[config.mk]
export PLATFORM = sky130hd
export DESIGN_NAME = div_unit
export DESIGN_NICKNAME = d
export VERILOG_FILES = /design/src/rtl/div_pkg.sv /design/src/rtl/div_step.sv /design/src/rtl/div_unit.sv
export SDC_FILE = /design/constraint.sdc
export NUM_CORES = 1
export LEC_CHECK = 0
export ABC_CLOCK_PERIOD_IN_PS = 2700
export CORE_MARGIN = 4
export CORE_UTILIZATION = 30
export CTS_BUF_LIST = sky130_fd_sc_hd__clkbuf_16
export DETAILED_ROUTE_END_ITERATION = 6
export SKIP_CTS_REPAIR_TIMING = 1
export SLEW_MARGIN = 20
export SYNTH_ARGS = -nofsm -noshare
export SYNTH_HDL_FRONTEND = slang
export SYNTH_SLANG_ARGS = --single-unit
[constraint.sdc]
create_clock -name clk -period 2.7 [get_ports clk]
set_input_delay 0.405 -clock clk [delete_from_list [all_inputs] [get_ports clk]]
set_output_delay 0.405 -clock clk [all_outputs]
set_load 0.05 [all_outputs]
[src/rtl/div_pkg.sv]
// Shared definitions for the sequential divider: FSM states, default width
// and the iteration-counter width.
package div_pkg;
  localparam int DIV_WIDTH = 32;
  localparam int CNT_W     = $clog2(DIV_WIDTH + 1);

  typedef enum logic [1:0] {
    IDLE = 2'd0,
    CALC = 2'd1,
    FIX  = 2'd2,
    DONE = 2'd3
  } state_t;
endpackage

[src/rtl/div_step.sv]
// One restoring-division step: shift the next quotient bit into the partial
// remainder, then subtract the divisor if the result stays non-negative.
module div_step #(
  parameter int WIDTH = 32
) (
  input  logic [WIDTH-1:0] rem_in,
  input  logic             q_msb,
  input  logic [WIDTH-1:0] dvsr,
  output logic [WIDTH-1:0] rem_out,
  output logic             q_bit
);
  logic [WIDTH:0]   shifted;
  logic [WIDTH-1:0] diff;

  // Keep the remainder MSB so unsigned divisors of 2^(WIDTH-1) or more still divide correctly.
  assign shifted = {rem_in, q_msb};
  assign q_bit   = (shifted >= {1'b0, dvsr});
  assign diff    = shifted[WIDTH-1:0] - dvsr;
  assign rem_out = q_bit ? diff : shifted[WIDTH-1:0];
endmodule

[src/rtl/div_unit.sv]
// Sequential signed/unsigned divider: remainder drives HI, quotient drives LO.
// WIDTH restoring steps, one sign-fix cycle, then a one-cycle done pulse.
module div_unit
  import div_pkg::*;
#(
  parameter int WIDTH = DIV_WIDTH
) (
  input  logic             clk,
  input  logic             reset,
  input  logic             div_start,
  input  logic             div_signed,
  input  logic [WIDTH-1:0] dividend,
  input  logic [WIDTH-1:0] divisor,
  output logic [WIDTH-1:0] div_hi,
  output logic [WIDTH-1:0] div_lo,
  output logic             div_busy,
  output logic             div_done,
  output logic             div_zero
);
  localparam int CW = $clog2(WIDTH + 1);

  state_t           state_q, state_d;
  logic [CW-1:0]    cnt_q, cnt_d;
  logic [WIDTH-1:0] rem_q, rem_d, quo_q, quo_d, dvsr_q, dvsr_d;
  logic [WIDTH-1:0] hi_q, hi_d, lo_q, lo_d;
  logic             neg_quo_q, neg_quo_d, neg_rem_q, neg_rem_d;
  logic             zero_q, zero_d;
  logic [WIDTH-1:0] step_rem;
  logic             step_bit;
  logic             a_neg, b_neg;

  function automatic logic [WIDTH-1:0] neg(input logic [WIDTH-1:0] v);
    return -v;
  endfunction

  div_step #(.WIDTH(WIDTH)) u_step (
    .rem_in (rem_q),
    .q_msb  (quo_q[WIDTH-1]),
    .dvsr   (dvsr_q),
    .rem_out(step_rem),
    .q_bit  (step_bit)
  );

  assign a_neg = div_signed & dividend[WIDTH-1];
  assign b_neg = div_signed & divisor[WIDTH-1];

  always_comb begin
    state_d   = state_q;
    cnt_d     = cnt_q;
    rem_d     = rem_q;
    quo_d     = quo_q;
    dvsr_d    = dvsr_q;
    hi_d      = hi_q;
    lo_d      = lo_q;
    neg_quo_d = neg_quo_q;
    neg_rem_d = neg_rem_q;
    zero_d    = 1'b0;
    case (state_q)
      IDLE: begin
        if (div_start) begin
          if (divisor == '0) begin
            zero_d  = 1'b1;
            state_d = DONE;
          end else begin
            quo_d     = a_neg ? neg(dividend) : dividend;
            dvsr_d    = b_neg ? neg(divisor) : divisor;
            neg_quo_d = a_neg ^ b_neg;
            neg_rem_d = a_neg;
            rem_d     = '0;
            cnt_d     = CW'(WIDTH);
            state_d   = CALC;
          end
        end
      end
      CALC: begin
        rem_d = step_rem;
        quo_d = {quo_q[WIDTH-2:0], step_bit};
        cnt_d = cnt_q - CW'(1);
        if (cnt_q == CW'(1)) state_d = FIX;
      end
      FIX: begin
        lo_d    = neg_quo_q ? neg(quo_q) : quo_q;
        hi_d    = neg_rem_q ? neg(rem_q) : rem_q;
        state_d = DONE;
      end
      DONE:    state_d = IDLE;
      default: state_d = IDLE;
    endcase
  end

  always_ff @(posedge clk) begin
    if (!reset) begin
      state_q   <= IDLE;
      cnt_q     <= '0;
      rem_q     <= '0;
      quo_q     <= '0;
      dvsr_q    <= '0;
      hi_q      <= '0;
      lo_q      <= '0;
      neg_quo_q <= 1'b0;
      neg_rem_q <= 1'b0;
      zero_q    <= 1'b0;
    end else begin
      state_q   <= state_d;
      cnt_q     <= cnt_d;
      rem_q     <= rem_d;
      quo_q     <= quo_d;
      dvsr_q    <= dvsr_d;
      hi_q      <= hi_d;
      lo_q      <= lo_d;
      neg_quo_q <= neg_quo_d;
      neg_rem_q <= neg_rem_d;
      zero_q    <= zero_d;
    end
  end

  assign div_hi   = hi_q;
  assign div_lo   = lo_q;
  assign div_busy = (state_q == CALC) || (state_q == FIX);
  assign div_done = (state_q == DONE);
  assign div_zero = zero_q;
endmodule
==> results of run 1 <==
per-stage QoR:
step,cells,total power [uW],hold slack [ns],setup TNS [ns]
after floorplan,1416,7270,0.432,0
after global placement,2119,9420,0.443,-20.65
after detailed placement,2119,9490,0.451,-24.70
after CTS,2151,12100,0.460,-0.617
after global routing,2157,13000,0.487,-0.176
final,2157,12300,0.454,0
cell usage after synthesis, drive strengths merged (3+ instances only):
cell,instances,share of area (%)
nor2,162,5.6
o21a,4,0.28
nand4,6,0.35
a21oi,105,4.9
nand2,163,5.6
o41ai,13,1.1
ha,42,4.8
a21o,28,1.9
nor3,18,0.83
o21bai,5,0.35
xnor2,58,4.7
a32oi,11,0.89
inv,58,2.0
or3,13,0.79
a21boi,3,0.21
o211ai,6,0.41
nor2b,3,0.17
dfxtp,171,31
a211oi,68,4.7
a31oi,10,0.58
nand3b,5,0.35
or4,12,0.93
and2,8,0.46
nor4,17,1.2
buf,12,0.47
clkbuf,72,2.5
nand2b,7,0.40
o21ai,112,5.2
nand3,34,1.6
o2111ai,5,0.40
nor3b,3,0.21
mux2i,27,2.5
or2,5,0.29
and3,9,0.52
xor2,90,7.2
o31ai,28,2.1
path summary, 6_finish.rpt:
kind,startpoint,to,slack (ns),cells after the start
setup / recovery,dvsr_q[0],rem_q[22],0.05,11
hold / removal,dvsr_q[31],dvsr_q[31],0.45,2
setup reg to reg,dvsr_q[0],rem_q[22],0.05,11
hold reg to reg,dvsr_q[31],dvsr_q[31],0.45,2
critical path, stage by stage, from the launching register on:
cell and delay [ns]:
dfxtp_2 0.37, ha_2 0.20, inv_1 0.06, fa_2 0.35, a21oi_2 0.17, o211ai_1 0.14, a211oi_2 0.34, nor2_2 0.11
a21o_1 0.21, a221o_1 0.36, xnor2_2 0.16, o21ai_0 0.09
where the power goes:
part	leakage, uW	switching [uW]	total (uW)	internal, uW
Combinational	0.00438	3680	6170	2490
Clock	0.000304	1120	2590	1480
Sequential	0.00140	436	3490	3050
Total	0.00608	5240	12300	7020
cell families after synthesis:
kind of cell | after synthesis | synth area share, %
multiplexers | 27 | 2.48
XOR/XNOR | 148 | 11.9
buffers and inverters | 142 | 4.96
AND/OR/NAND/NOR | 469 | 19.6
adder cells (fa/ha/maj) | 43 | 5.02
flip-flops | 171 | 31.5
AO/OA/AOI/OAI | 416 | 24.5
layer usage:
metal / part of all wire, % / vias up
li1: - / 5564
met1: 51 / 5074
met2: 43 / 199
met3: 4.5 / 24
met4: 1.1 / 2
met5: 0.037 / -
sequential cells by signal, indices dropped and copies added, names as in the netlist:
signal	count
dvsr_q	32
neg_rem_q	1
neg_quo_q	1
div_lo	32
div_hi	32
div_zero	1
quo_q	32
cnt_q	6
state_q	2
rem_q	32
area by class of cell:
class,instances,area share [%]
multi-input combinational,1103,47.9
tap,461,3.85
inverter,58,1.46
clock buffer,17,2.84
sequential,171,22.9
timing repair buffer,332,19.7
clock inverter,15,1.25
==> impl_metrics.json, run 1 <==
{
  "die_x_um": 198,
  "grt_use_met2_pct": 25.2,
  "crit_required_ns": 3.02,
  "cts.clk_slew.worst_paths_ns": 0.07,
  "fp-row-count": 69,
  "ys_seq_area_share_pct": 31.5,
  "fill_cells": 3547,
  "status": "finished, final reports clean",
  "finClkSkew_ns": 0.0137,
  "place_congestion": 0.928,
  "layout_min_cycle_time_ns": 2.65,
  "min-delay-path-class": "reg -> reg",
  "grt_pass1_wl_mm": 54.1,
  "post-dp-hpwl_mm": 27.2,
  "dp_slack_ns": -0.469,
  "route.detailed.drc": 0,
  "coreArea_sq_um": 35700,
  "ctsLongestPathBuffers": 2,
  "syn-num-nets": 1527,
  "cts_tree": "yes",
  "power_density_nw_per_um2": 819,
  "maxSlewViolCount": 0,
  "clock_latency_ns": 0.44,
  "synthArstFlopShare_pct": 0,
  "grt_busiest_layer": "met1",
  "fin_util_pct": 42.0,
  "grt-ovfl-total": 0,
  "critical_path_class": "reg -> reg",
  "wire_per_inst_um": 16.1,
  "synth_seq_cells": 171,
  "vias": 10900,
  "multi_input_area_sq_um": 7170,
  "syn_avg_cell_area_sq_um": 7.68,
  "htree_levels": 4,
  "final-seq-area_sq_um": 3430,
  "syn_inst": 1416,
  "crit_arrival_ns": 2.97,
  "worst_setup_path_start_kind": "register",
  "area_growth_pct": 37.6,
  "layout_commonest_cell": "buf_4",
  "synth_area_sq_um": 10900,
  "die-height_um": 198,
  "ys_warn_count": 0,
  "ys.flop_type": "dfxtp_1",
  "cts_buffers": 17,
  "ant_nets": 0,
  "synth_cell_types": 62,
  "tightest_slew_ns": 0.917,
  "relSlewSlack_pct": 38.9,
  "die_area_sq_um": 39400,
  "fmax_mhz": 377,
  "diodes": 0,
  "io_buffers": 134,
  "fin_ws_ns": 0.0483,
  "worst_setup_path_end_kind": "register",
  "drive_gt1_share_pct": 17.2,
  "boundaryPins": 135,
  "setup_viol": 0,
  "initial_core_util_pct": 30.5,
  "antenna_found_initial": 1,
  "use_met1_pct": 25.8,
  "placed_area_sq_um": 14000,
  "initialDrtViolationCount": 713,
  "first_pass_iters": 5,
  "critPathMaxFanout": 4,
  "stdcell_area_sq_um": 15000,
  "grt_usage_pct": 16.9,
  "cts_root_buf": "clkbuf_16",
  "period_share_pct": 98.2,
  "layout.nets": 1794,
  "viasPerCell": 5.04,
  "use_met3_pct": 2.83,
  "finalHoldViolCount": 0,
  "vdd_drop_max_mv": 0.449,
  "grt_pass1_vias": 10000,
  "clock_sinks": 171,
  "most-common-layout-cells": "buf_4, dfxtp_1, nand2_1, nor2_1, clkdlybuf4s50_1",
  "total_leakage_power_uw": 0.00608,
  "grt_max_degree": 102,
  "synth_edf_count": 0,
  "rsz0062_at_grt": "true",
  "cap_violations": 0,
  "routed_wl_mm": 34.7
}
Note: power is estimated with default switching activity, not from simulation.
==> inputs of run 2 (changes only) <==
--- a/config.mk
+++ b/config.mk
@@ -6,10 +6,12 @@
 export NUM_CORES = 1
 export LEC_CHECK = 0
 export ABC_CLOCK_PERIOD_IN_PS = 2700
+export CAP_MARGIN = 0
 export CORE_MARGIN = 4
 export CORE_UTILIZATION = 30
 export CTS_BUF_LIST = sky130_fd_sc_hd__clkbuf_16
 export DETAILED_ROUTE_END_ITERATION = 6
+export GPL_ROUTABILITY_DRIVEN = 0
 export SKIP_CTS_REPAIR_TIMING = 1
 export SLEW_MARGIN = 20
 export SYNTH_ARGS = -nofsm -noshare
==> impl_metrics.json, run 2 (synthesis results as in run 1) <==
{
  "setup_tns_ns": 0,
  "path_buf_inv": 4,
  "cts_buffers": 17,
  "crit_arrival_ns": 2.96,
  "stdcell_area_sq_um": 15000,
  "area_growth_pct": 38.2,
  "cts.clk_slew.worst_paths_ns": 0.07,
  "diodes": 0,
  "vias": 10900,
  "critPathMaxFanout": 6,
  "die-height_um": 198,
  "fp-row-count": 69,
  "vdd_drop_max_mv": 0.411,
  "drive_gt1_share_pct": 17.2,
  "antenna_found_initial": 2,
  "path_delay_family": "simple AND/OR/NAND/NOR gates",
  "die_area_sq_um": 39400,
  "first_pass_iters": 5,
  "dp_slack_ns": -0.406,
  "maxSlewViolCount": 0,
  "relSlewSlack_pct": 61.0,
  "wire_per_inst_um": 16.1,
  "io_buffers": 134,
  "ctsLongestPathBuffers": 2,
  "die_x_um": 198,
  "layout.nets": 1794,
  "route.detailed.drc": 0,
  "tightest_slew_ns": 0.583,
  "grt-ovfl-total": 0,
  "crit_slowest_cell": "dfxtp_1",
  "fin_util_pct": 42.2,
  "crit_required_ns": 3.03,
  "clock_latency_ns": 0.44,
  "ant_nets": 0,
  "fill_cells": 3556,
  "cts_tree": "yes",
  "htree_levels": 4,
  "min-delay-path-class": "reg -> reg",
  "clock_sinks": 171,
  "period_share_pct": 97.2,
  "fin_ws_ns": 0.0759,
  "grt_pass1_wl_mm": 54.1,
  "routed_wl_mm": 34.7,
  "status": "finished, final reports clean",
  "fmax_mhz": 381,
  "worst_setup_path_end_kind": "register",
  "finalHoldViolCount": 0,
  "setup_viol": 0,
  "total_leakage_power_uw": 0.00610,
  "cap_violations": 0,
  "layout_min_cycle_time_ns": 2.62,
  "boundaryPins": 135,
  "critPathMaxStageDelay_ns": 0.34,
  "grt_pass1_vias": 10400,
  "finClkSkew_ns": 0.0143,
  "hold_slack_ns": 0.456,
  "initialDrtViolationCount": 643,
  "worst_setup_path_start_kind": "register",
  "rsz0062_at_grt": "true",
  "placed_area_sq_um": 14000,
  "crit_chain": "inv_1, ha_4, nand4_1, buf_4, nor4_2, o211ai_1, nand3b_1, a21oi_4, buf_4, buf_6, and3_1, a221o_1",
  "grt_max_degree": 121,
  "most-common-layout-cells": "buf_4, dfxtp_1, nand2_1, nor2_1, clkdlybuf4s50_1",
  "layout_commonest_cell": "buf_4",
  "critical_path_class": "reg -> reg",
  "grt_usage_pct": 16.8,
  "post-dp-hpwl_mm": 26.7,
  "crit_top_cell": "buf_4",
  "power_density_nw_per_um2": 818,
  "coreArea_sq_um": 35700,
  "cts_root_buf": "clkbuf_16",
  "viasPerCell": 5.04,
  "initial_core_util_pct": 30.5
}
-- run 2: per-layer routing --
| layer | track usage, % | up-vias | part of all wire [%] |
|---|---|---|---|
| met5 | 0 | - | 0.078 |
| met4 | 5.55 | 4 | 2.5 |
| met3 | 2.56 | 59 | 4.6 |
| met2 | 24.8 | 243 | 43 |
| met1 | 25.0 | 5028 | 50 |
| li1 | - | 5546 | - |
-- run 2: worst register-to-register path, stage by stage (launching register included) --
cell and delay, ns:
dfxtp_1 0.34, inv_1 0.09, ha_4 0.30, nand4_1 0.17, buf_4 0.21, nor4_2 0.33
o211ai_1 0.14, nand3b_1 0.19, a21oi_4 0.09, buf_4 0.14, buf_6 0.12, and3_1 0.16
a221o_1 0.25
-- run 2: stage by stage --
step | std cells | total power [uW]
CTS | 2148 | 12000
global placement | 2116 | 9440
finish | 2157 | 12300
global route | 2157 | 13100
detailed placement | 2116 | 9510
floorplan | 1416 | 7270
-- run 2: worst paths after layout --
check,slack [ns],start,endpoint,depth (start not counted)
setup / recovery,0.08,dvsr_q[24],rem_q[12],12
hold / removal,0.46,dvsr_q[31],dvsr_q[31],2
setup reg to reg,0.08,dvsr_q[24],rem_q[12],12
hold reg to reg,0.46,dvsr_q[31],dvsr_q[31],2
-- run 2: cell type report --
cell class,instances,area (sq um),share of cell area (%)
Clock buffer,17,425,2.83
Clock inverter,15,148,0.982
Inverter,58,219,1.46
Multi-Input combinational cell,1103,7220,48.0
Sequential cell,171,3430,22.8
Tap cell,461,577,3.84
Timing Repair Buffer,332,3020,20.1
-- run 2: power breakdown --
part | internal, uW | total, uW | leakage [uW] | switching (uW)
sequential | 3050 | 3490 | 0.00140 | 440
clock | 1360 | 2460 | 0.000279 | 1100
combinational | 2620 | 6350 | 0.00442 | 3730
total | 7030 | 12300 | 0.00610 | 5270
